==> src/rtl/ofm_write_scheduler.sv <==
// ofm_write_scheduler: arbitrates the OFM buffer write port between conv write-back and softmax bursts.
// Define WRITE_SCHED_SM_PRIORITY_EN for fixed softmax priority on ties; default is round-robin.
module ofm_write_scheduler #(
    parameter int ADDR_WIDTH = 16,
    parameter int CONV_BURST = 4,
    parameter int SM_BURST   = 10
) (
    input  logic                  clk,
    input  logic                  rst,
    input  logic                  conv_req,
    input  logic [ADDR_WIDTH-1:0] conv_base,
    input  logic                  sm_req,
    input  logic [ADDR_WIDTH-1:0] sm_base,
    input  logic                  stall,
    output logic                  conv_grant,
    output logic                  sm_grant,
    output logic                  conv_done,
    output logic                  sm_done,
    output logic                  wr_en,
    output logic [ADDR_WIDTH-1:0] wr_addr,
    output logic [3:0]            wr_sel,
    output logic                  wr_src,
    output logic                  busy
);
    typedef enum logic [1:0] {IDLE, CONV_B, SM_B, DONE} state_t;
    localparam logic [3:0] CONV_LAST = 4'(CONV_BURST - 1);
    localparam logic [3:0] SM_LAST   = 4'(SM_BURST - 1);
    state_t                r_state, w_next;
    logic                  r_last_src, r_conv_grant, r_sm_grant, r_conv_done, r_sm_done;
    logic                  r_wr_en, r_wr_src, r_busy;
    logic [ADDR_WIDTH-1:0] r_wr_addr;
    logic [3:0]            r_wr_sel;
    logic                  w_acc, w_last, w_tie_sm, w_pick_sm, w_start;
    always_comb begin
        w_acc = r_wr_en && !stall;
        w_last = w_acc && (r_wr_sel == (r_wr_src ? SM_LAST : CONV_LAST));
`ifdef WRITE_SCHED_SM_PRIORITY_EN
        w_tie_sm = 1'b1;
`else
        w_tie_sm = !r_last_src;
`endif
        w_pick_sm = sm_req && (!conv_req || w_tie_sm);
        w_next = r_state;
        case (r_state)
            IDLE:         w_next = (conv_req || sm_req) ? (w_pick_sm ? SM_B : CONV_B) : IDLE;
            CONV_B, SM_B: w_next = w_last ? DONE : r_state;
            default:      w_next = IDLE;
        endcase
        w_start = (r_state == IDLE) && (w_next != IDLE);
    end
    always_ff @(posedge clk) begin
        if (rst) begin
            r_state      <= IDLE;
            r_last_src   <= 1'b1;
            r_conv_grant <= 1'b0;
            r_sm_grant   <= 1'b0;
            r_conv_done  <= 1'b0;
            r_sm_done    <= 1'b0;
            r_wr_en      <= 1'b0;
            r_wr_addr    <= '0;
            r_wr_sel     <= '0;
            r_wr_src     <= 1'b0;
            r_busy       <= 1'b0;
        end else begin
            r_state      <= w_next;
            r_conv_grant <= w_start && !w_pick_sm;
            r_sm_grant   <= w_start && w_pick_sm;
            r_conv_done  <= w_last && !r_wr_src;
            r_sm_done    <= w_last && r_wr_src;
            r_busy       <= w_next != IDLE;
            if (w_start) begin
                r_wr_en   <= 1'b1;
                r_wr_sel  <= '0;
                r_wr_src  <= w_pick_sm;
                r_wr_addr <= w_pick_sm ? sm_base : conv_base;
            end else if (w_last) begin
                r_wr_en    <= 1'b0;
                r_wr_sel   <= '0;
                r_last_src <= r_wr_src;
            end else if (w_acc) begin
                r_wr_sel  <= r_wr_sel + 4'd1;
                r_wr_addr <= r_wr_addr + ADDR_WIDTH'(1);
            end
        end
    end
    assign conv_grant = r_conv_grant;
    assign sm_grant   = r_sm_grant;
    assign conv_done  = r_conv_done;
    assign sm_done    = r_sm_done;
    assign wr_en      = r_wr_en;
    assign wr_addr    = r_wr_addr;
    assign wr_sel     = r_wr_sel;
    assign wr_src     = r_wr_src;
    assign busy       = r_busy;
endmodule

==> config.mk <==
export PLATFORM = sky130hd
export DESIGN_NAME = ofm_write_scheduler
export DESIGN_NICKNAME = d
export VERILOG_FILES = /design/src/rtl/ofm_write_scheduler.sv
export SDC_FILE = /design/constraint.sdc
export NUM_CORES = 1
export LEC_CHECK = 0
export ABC_AREA = 1
export BUFFER_PORTS_ARGS = -buffer_cell sky130_fd_sc_hd__buf_2
export CAP_MARGIN = 10
export CORE_MARGIN = 1.5
export CORE_UTILIZATION = 54
export DETAILED_ROUTE_END_ITERATION = 10
export GPL_TIMING_DRIVEN = 1
export PLACE_DENSITY = 0.93
export SETUP_SLACK_MARGIN = 0.05
export SLEW_MARGIN = 40
export SYNTH_ARGS = -nofsm -noshare
export SYNTH_HDL_FRONTEND = slang
export SYNTH_SLANG_ARGS = --single-unit
==> constraint.sdc <==
create_clock -name clk -period 4.8 [get_ports clk]
set_input_delay 0.72 -clock clk [delete_from_list [all_inputs] [get_ports clk]]
set_output_delay 0.72 -clock clk [all_outputs]
set_load 0.01 [all_outputs]
==> qor.csv, run 1 <==
metric,value,unit
run_status,completed,
cp_max_fo,29,
synth-seq-area-share,31.3,%
tightest_slew,602,ps
fin_crit_sh,58.4,%
cts_max_level,2,
dp_hpwl,3.52,mm
die_w,62.6,um
postCtsResizedCells,0,
cts_made_buffers,5,
drc,0,
final_cell_mix,"nand2_1, buf_2, nor2_1",
chipHeight,62.6,um
yosysUniqueCellTypes,27,
setup_viol,0,
diodes,0,
yosys_register_bits,30,
hold_violations,0,
syn_to_final_growth,22.2,%
layout-drive-gt1-share,21.6,%
cp_data_arrival_time,3060,ps
via_per_inst,4.99,
largest_register_ff_count,16,
cts_setup_buffers,0,
ys_warn_count,0,
fmax,356,MHz
synth.avg_cell_area,6.21,um2
hp-class,reg -> reg,
cts_tree,built,
dp_slack,1320,ps
start_kind,input port,
slew_viol_final,0,
critical_path.max_stage_delay,390,ps
crit_path_end_kind,flip-flop,
cp_common_cell,nand2_1,
cts_hold_buffers,0,
clkSlewWorstSetupHoldPaths,100,ps
drtAntennaViolNets,0,
vias,2075,
crit_type,in -> reg,
synthesis.nets,350,
crit_chain,buf_2 -> nand2_1 -> nand2_4 -> inv_2 -> nand2_1 -> nor2_1 -> a21oi_1 -> nand2_1 -> nand2_2 -> nand2_1 -> inv_1 -> nor2_1 -> nor2_2,
setup_tns,0,ps
dieArea,3920,um2
nets,410,
routed_wl,4.66,mm
dr.first_iter.drc_count,148,
grt_pass1_vias,1790,
syn-instance-count,309,
synth_area,1920,um2
post-route-util,69.7,%
grt_overflow,0,
period_needed,2810,ps
rsz0062_at_grt,no,
grt_max_degree,30,
fin_ws,1990,ps
max_slew_margin,59.8,%
first_pass_iters,4,
portBuffers,63,
core.rowCount,21,
p_per_area,353,nW/um2
power,0.000827,W
skew,5.29,ps
wl_per_cell,11.2,um
gp_congestion,0.894,
grt_pass1_wl,7.84,mm
ioPinCount,64,
grt_usage,25.0,%
core,3360,um2
ir_worst_vdd,161,uV
power.leakage,1.32,nW
cts_sinks,30,
required,5050,ps
antenna_found_initial,0,
insertion_delay,350,ps
mostFrequentLayoutCell,nand2_1,
clock_tree.root_cell,clkbuf_4,
start_util,57.1,%
clockBufferDepth,2,
drv_cap,0,
crit_path_top_delay_cell,nand2_2,
[worst max-delay path, delay by kind of cell]
family	cells	cell delay [ps]
AND/OR/NAND/NOR	9	1700
buffers and inverters	3	520
AO/OA/AOI/OAI	1	90
[metrics by stage]
stage | instance area, um2 | instances | hold slack [ps]
2_1_floorplan | 1920 | 309 | 477
3_3_place_gp | 2230 | 408 | 472
3_5_place_dp | 2230 | 408 | 476
4_1_cts | 2340 | 416 | 494
5_1_grt | 2340 | 416 | 520
6_report | 2340 | 416 | 496
[Yosys cell counts, drive strengths merged]
cell type  instances  share of area [%]
nor3               7                2.1
ha                 4                2.6
clkbuf             6                1.2
dfxtp             30                 31
mux2i              1               0.52
a21oi              8                2.1
buf                4                2.0
nand4              2               0.65
nand2            108                 22
nor3b              1               0.39
o22ai              1               0.33
nand3b             4                1.6
xor2              14                6.4
a211oi             1               0.39
nand3             28                7.6
nor2              48                9.5
o21ai             10                2.6
inv               30                5.9
xnor2              2               0.91
[where the power goes]
part	leakage, nW	internal (W)	total, W	switching (W)
Sequential	0.247	0.000279	0.000312	0.0000324
Clock	0.0585	0.000176	0.000272	0.0000960
Combinational	1.01	0.0000935	0.000243	0.000149
[area by class of cell]
class	instances	area [um2]
Clock inverter	2	60.1
Clock buffer	6	51.3
Sequential cell	30	601
Multi-Input combinational cell	239	1150
Inverter	30	113
Fill cell	311	1020
Timing Repair Buffer	63	315
Tap cell	46	57.6
[cells by family (layout without fill, tap and decap cells)]
kind of cell | count (synthesis) | count (layout) | synth area share (%)
AND/OR/NAND/NOR | 198 | 198 | 43.8
AO/OA/AOI/OAI | 20 | 20 | 5.41
adder cells (fa/ha/maj) | 4 | 4 | 2.61
buffers and inverters | 40 | 101 | 9.06
flip-flops | 30 | 30 | 31.3
XOR/XNOR | 16 | 16 | 7.30
multiplexers | 1 | 1 | 0.522
[per-layer routing]
metal / GRT usage [%] / share of wire [%] / up-vias
met3: 7.03 / 8.5 / 10
met5: 0 / 0 / -
met2: 38.4 / 44 / 96
li1: - / - / 1080
met1: 33.3 / 45 / 889
met4: 9.72 / 2.3 / 0
[path summary, 6_finish.rpt]
path | from | to | slack (ps) | cells after the start
worst min-delay path | wr_en$_SDFFE_PP0P_ | wr_en$_SDFFE_PP0P_ | 500 | 2
worst max register to register | r_state[1]$_SDFF_PP0_ | wr_addr[15]$_SDFFE_PP0P_ | 2080 | 11
worst max-delay path | conv_req | wr_addr[15]$_SDFFE_PP0P_ | 1990 | 13
worst min register to register | wr_en$_SDFFE_PP0P_ | wr_en$_SDFFE_PP0P_ | 500 | 2
Power figures use the tool's default switching activity.
==> inputs of run 2 (changes only) <==
--- a/config.mk
+++ b/config.mk
@@ -5,14 +5,14 @@
 export SDC_FILE = /design/constraint.sdc
 export NUM_CORES = 1
 export LEC_CHECK = 0
-export ABC_AREA = 1
+export ABC_AREA = 0
 export BUFFER_PORTS_ARGS = -buffer_cell sky130_fd_sc_hd__buf_2
 export CAP_MARGIN = 10
 export CORE_MARGIN = 1.5
-export CORE_UTILIZATION = 54
+export CORE_UTILIZATION = 44
 export DETAILED_ROUTE_END_ITERATION = 10
 export GPL_TIMING_DRIVEN = 1
-export PLACE_DENSITY = 0.93
+export PLACE_DENSITY = 0.84
 export SETUP_SLACK_MARGIN = 0.05
 export SLEW_MARGIN = 40
 export SYNTH_ARGS = -nofsm -noshare
==> constraint.sdc (replaced) <==
create_clock -name clk -period 2.3 [get_ports clk]
set_input_delay 0.345 -clock clk [delete_from_list [all_inputs] [get_ports clk]]
set_output_delay 0.345 -clock clk [all_outputs]
set_load 0.01 [all_outputs]
==> qor.csv, run 2 <==
metric,value,unit,change
run_status,completed,,
antenna_found_initial,0,,unchanged
insertion_delay,280,ps,-70 ps
clockBufferDepth,2,,unchanged
hp-class,in -> reg,,
synthesis.nets,233,,-33%
cts_made_buffers,5,,unchanged
r2r_cells,8,,-3
synth_compound_area_share,23.5,%,+18 points
startpoint,r_state[1]$_SDFF_PP0_,,
yosys.area.top_type_share,36.1,%,+4.8 points
cts_setup_buffers,0,,unchanged
grt_overflow,0,,unchanged
setup_viol,0,,unchanged
r2r-start,r_state[1]$_SDFF_PP0_,,
ir_worst_vdd,411,uV,+150%
crit_path_end_kind,flip-flop,,
layout-drive-gt1-share,30.1,%,+8.5 points
synth_simple_gate_area_share,25.0,%,-19 points
cts_max_level,2,,unchanged
cts_sinks,30,,unchanged
crit_type,reg -> reg,,
chipHeight,64.5,um,+3.0%
core,3660,um2,+8.9%
clkSlewWorstSetupHoldPaths,60,ps,-40 ps
synth.avg_cell_area,8.67,um2,+40%
core.rowCount,22,,+4.8%
grt_pass1_vias,1590,,-11%
portBuffers,63,,unchanged
slew_viol_final,0,,unchanged
crit_chain,inv_1 -> ha_1 -> nor2b_2 -> a22o_1 -> o31ai_4 -> buf_12 -> a211oi_1 -> a211oi_1,,
gp_congestion,0.840,,-6.1%
fmax,466,MHz,
ys_top_cells_by_count,"a211oi_1, dfxtp_1, nor2b_1",,
cp_common_cell,a211oi_1,,
via_per_inst,5.56,,+11%
synthXorXnorAreaFrac,7.89,%,+0.59 points
mostFrequentLayoutCell,buf_2,,
r2r_slack,160,ps,-1920 ps
grt_pass1_wl,6.73,mm,-14%
synth-seq-area-share,36.1,%,+4.8 points
max_slew_margin,59.9,%,+0.076 points
post-route-util,57.9,%,-12 points
dp_cells,297,,-27%
drtAntennaViolNets,0,,unchanged
syn-instance-count,192,,-38%
grt_usage,20.7,%,-4.4 points
routed_wl,3.98,mm,-15%
tightest_slew,598,ps,-4.28 ps
yosysTopAreaCell,dfxtp_1,,
yosysUniqueCellTypes,38,,+41%
syn_to_final_growth,27.3,%,
ioPinCount,64,,unchanged
dp_slack,165,ps,-1160 ps
ys_warn_count,0,,unchanged
ys.flop_type,dfxtp_1,,
synthMuxAreaShare,0.601,%,+0.080 points
synthArstFlopShare,0,%,unchanged
cts_hold_buffers,0,,unchanged
start_util,45.5,%,-12 points
required,2490,ps,-2560 ps
synth_top_family_by_area,simple AND/OR/NAND/NOR gates,,
skew,3.53,ps,-1.77 ps
synth_adder_area_share,3.01,%,+0.40 points
nets,297,,-28%
period_needed,2140,ps,
setup_tns,0,ps,unchanged
rr_endpoint,wr_addr[2]$_SDFFE_PP0P_,,
fin_crit_sh,93.2,%,
dr.first_iter.drc_count,105,,-29%
drc,0,,unchanged
wl_per_cell,13.1,um,+17%
instances_no_fill,304,,-27%
diodes,0,,unchanged
die_w,64.5,um,+3.0%
clock_tree.root_cell,clkbuf_8,,
rsz0062_at_grt,no,,
cp_max_fo,37,,+28%
synth_edf_count,0,,unchanged
cts_tree,built,,
synth_area,1670,um2,-13%
first_pass_iters,4,,unchanged
power.leakage,0.892,nW,-32%
hold_violations,0,,unchanged
yosys_register_bits,30,,unchanged
start_kind,flip-flop,,
fin_ws,156,ps,-1840 ps
grt_max_degree,38,,+27%
hold_slack,420,ps,-75.6 ps
largest_register_ff_count,16,,unchanged
yosys.cell_count.top_type,a211oi_1,,
dieArea,4160,um2,+6.2%
drv_cap,0,,unchanged
cp_data_arrival_time,2330,ps,-730 ps
dp_hpwl,2.88,mm,-18%
final_cell_mix,"buf_2, a211oi_1, dfxtp_1",,
crit_path_top_delay_cell,dfxtp_1,,
synth_area_leaders,"dfxtp_1, a211oi_1, nor2b_1, xor2_1, nand3_1",,
vias,1690,,-19%
p_per_area,652,nW/um2,+85%
setup.worst_path.end,wr_addr[2]$_SDFFE_PP0P_,,
critical_path.max_stage_delay,370,ps,-20 ps
-- run 2: metrics by stage --
step,total power (W),cell area (um2)
detailed placement,0.000991,2040
floorplan,0.000861,1670
global placement,0.000984,2040
global route,0.00145,2120
finish,0.00138,2120
CTS,0.00138,2120
-- run 2: power breakdown --
| group | total (W) | internal (W) | leakage, nW | switching [W] |
|---|---|---|---|---|
| Combinational | 0.000346 | 0.000164 | 0.607 | 0.000182 |
| Sequential | 0.000638 | 0.000577 | 0.247 | 0.0000608 |
| Clock | 0.000397 | 0.000208 | 0.0383 | 0.000189 |
-- run 2: what timing repair did --
| item | 4_1_cts | 5_1_grt |
|---|---|---|
| endpoints found under the setup margin | 0 | 2 |
| hold endpoints to repair | 0 | 0 |
| resized for setup | 0 | 1 |
-- run 2: critical path, delay by kind of cell (launching register included) --
family	cells	cell delay, ps
buf+inv	2	280
flops	1	370
compound gates	4	890
simple gates	1	190
fa+ha+maj	1	280
-- run 2: worst min-delay path by stage --
| stage | startpoint | to | slack [ps] | cells after the start |
|---|---|---|---|---|
| after CTS | sm_base[10] | wr_addr[10]$_SDFFE_PP0P_ | 420 | 3 |
| after global routing | sm_base[12] | wr_addr[12]$_SDFFE_PP0P_ | 430 | 3 |
| after floorplan | r_last_src$_SDFFE_PP1P_ | r_last_src$_SDFFE_PP1P_ | 460 | 2 |
| final | sm_base[7] | wr_addr[7]$_SDFFE_PP0P_ | 420 | 3 |
| after detailed placement | wr_sel[2]$_SDFFE_PP0P_ | wr_sel[2]$_SDFFE_PP0P_ | 500 | 2 |
| after global placement | wr_sel[2]$_SDFFE_PP0P_ | wr_sel[2]$_SDFFE_PP0P_ | 500 | 2 |
-- run 2: area by class of cell --
type | instances | area, um2
Fill cell | 335 | 1540
Inverter | 3 | 11.3
Sequential cell | 30 | 601
Tap cell | 48 | 60.1
Clock buffer | 7 | 76.3
Multi-Input combinational cell | 148 | 1010
Timing Repair Buffer | 68 | 365
-- run 2: routing by layer --
metal | GRT usage [%] | part of all wire [%] | vias up
met4 | 9.84 | 2.0 | 0
met5 | 0 | 0 | -
met1 | 24.0 | 44 | 767
met3 | 5.73 | 8.1 | 10
li1 | - | - | 840
met2 | 35.0 | 46 | 73
-- run 2: kinds of logic (layout without fill, tap and decap cells) --
logic type                 count (synthesis)  count (layout)
muxes                                      1               1
and+or+nand+nor                           77              77
xor gates and xnor gates                  15              15
DFF                                       30              30
AOI/OAI and AO/OA                         51              51
adders and majority gates                  4               4
buffers and inverters                     14              78
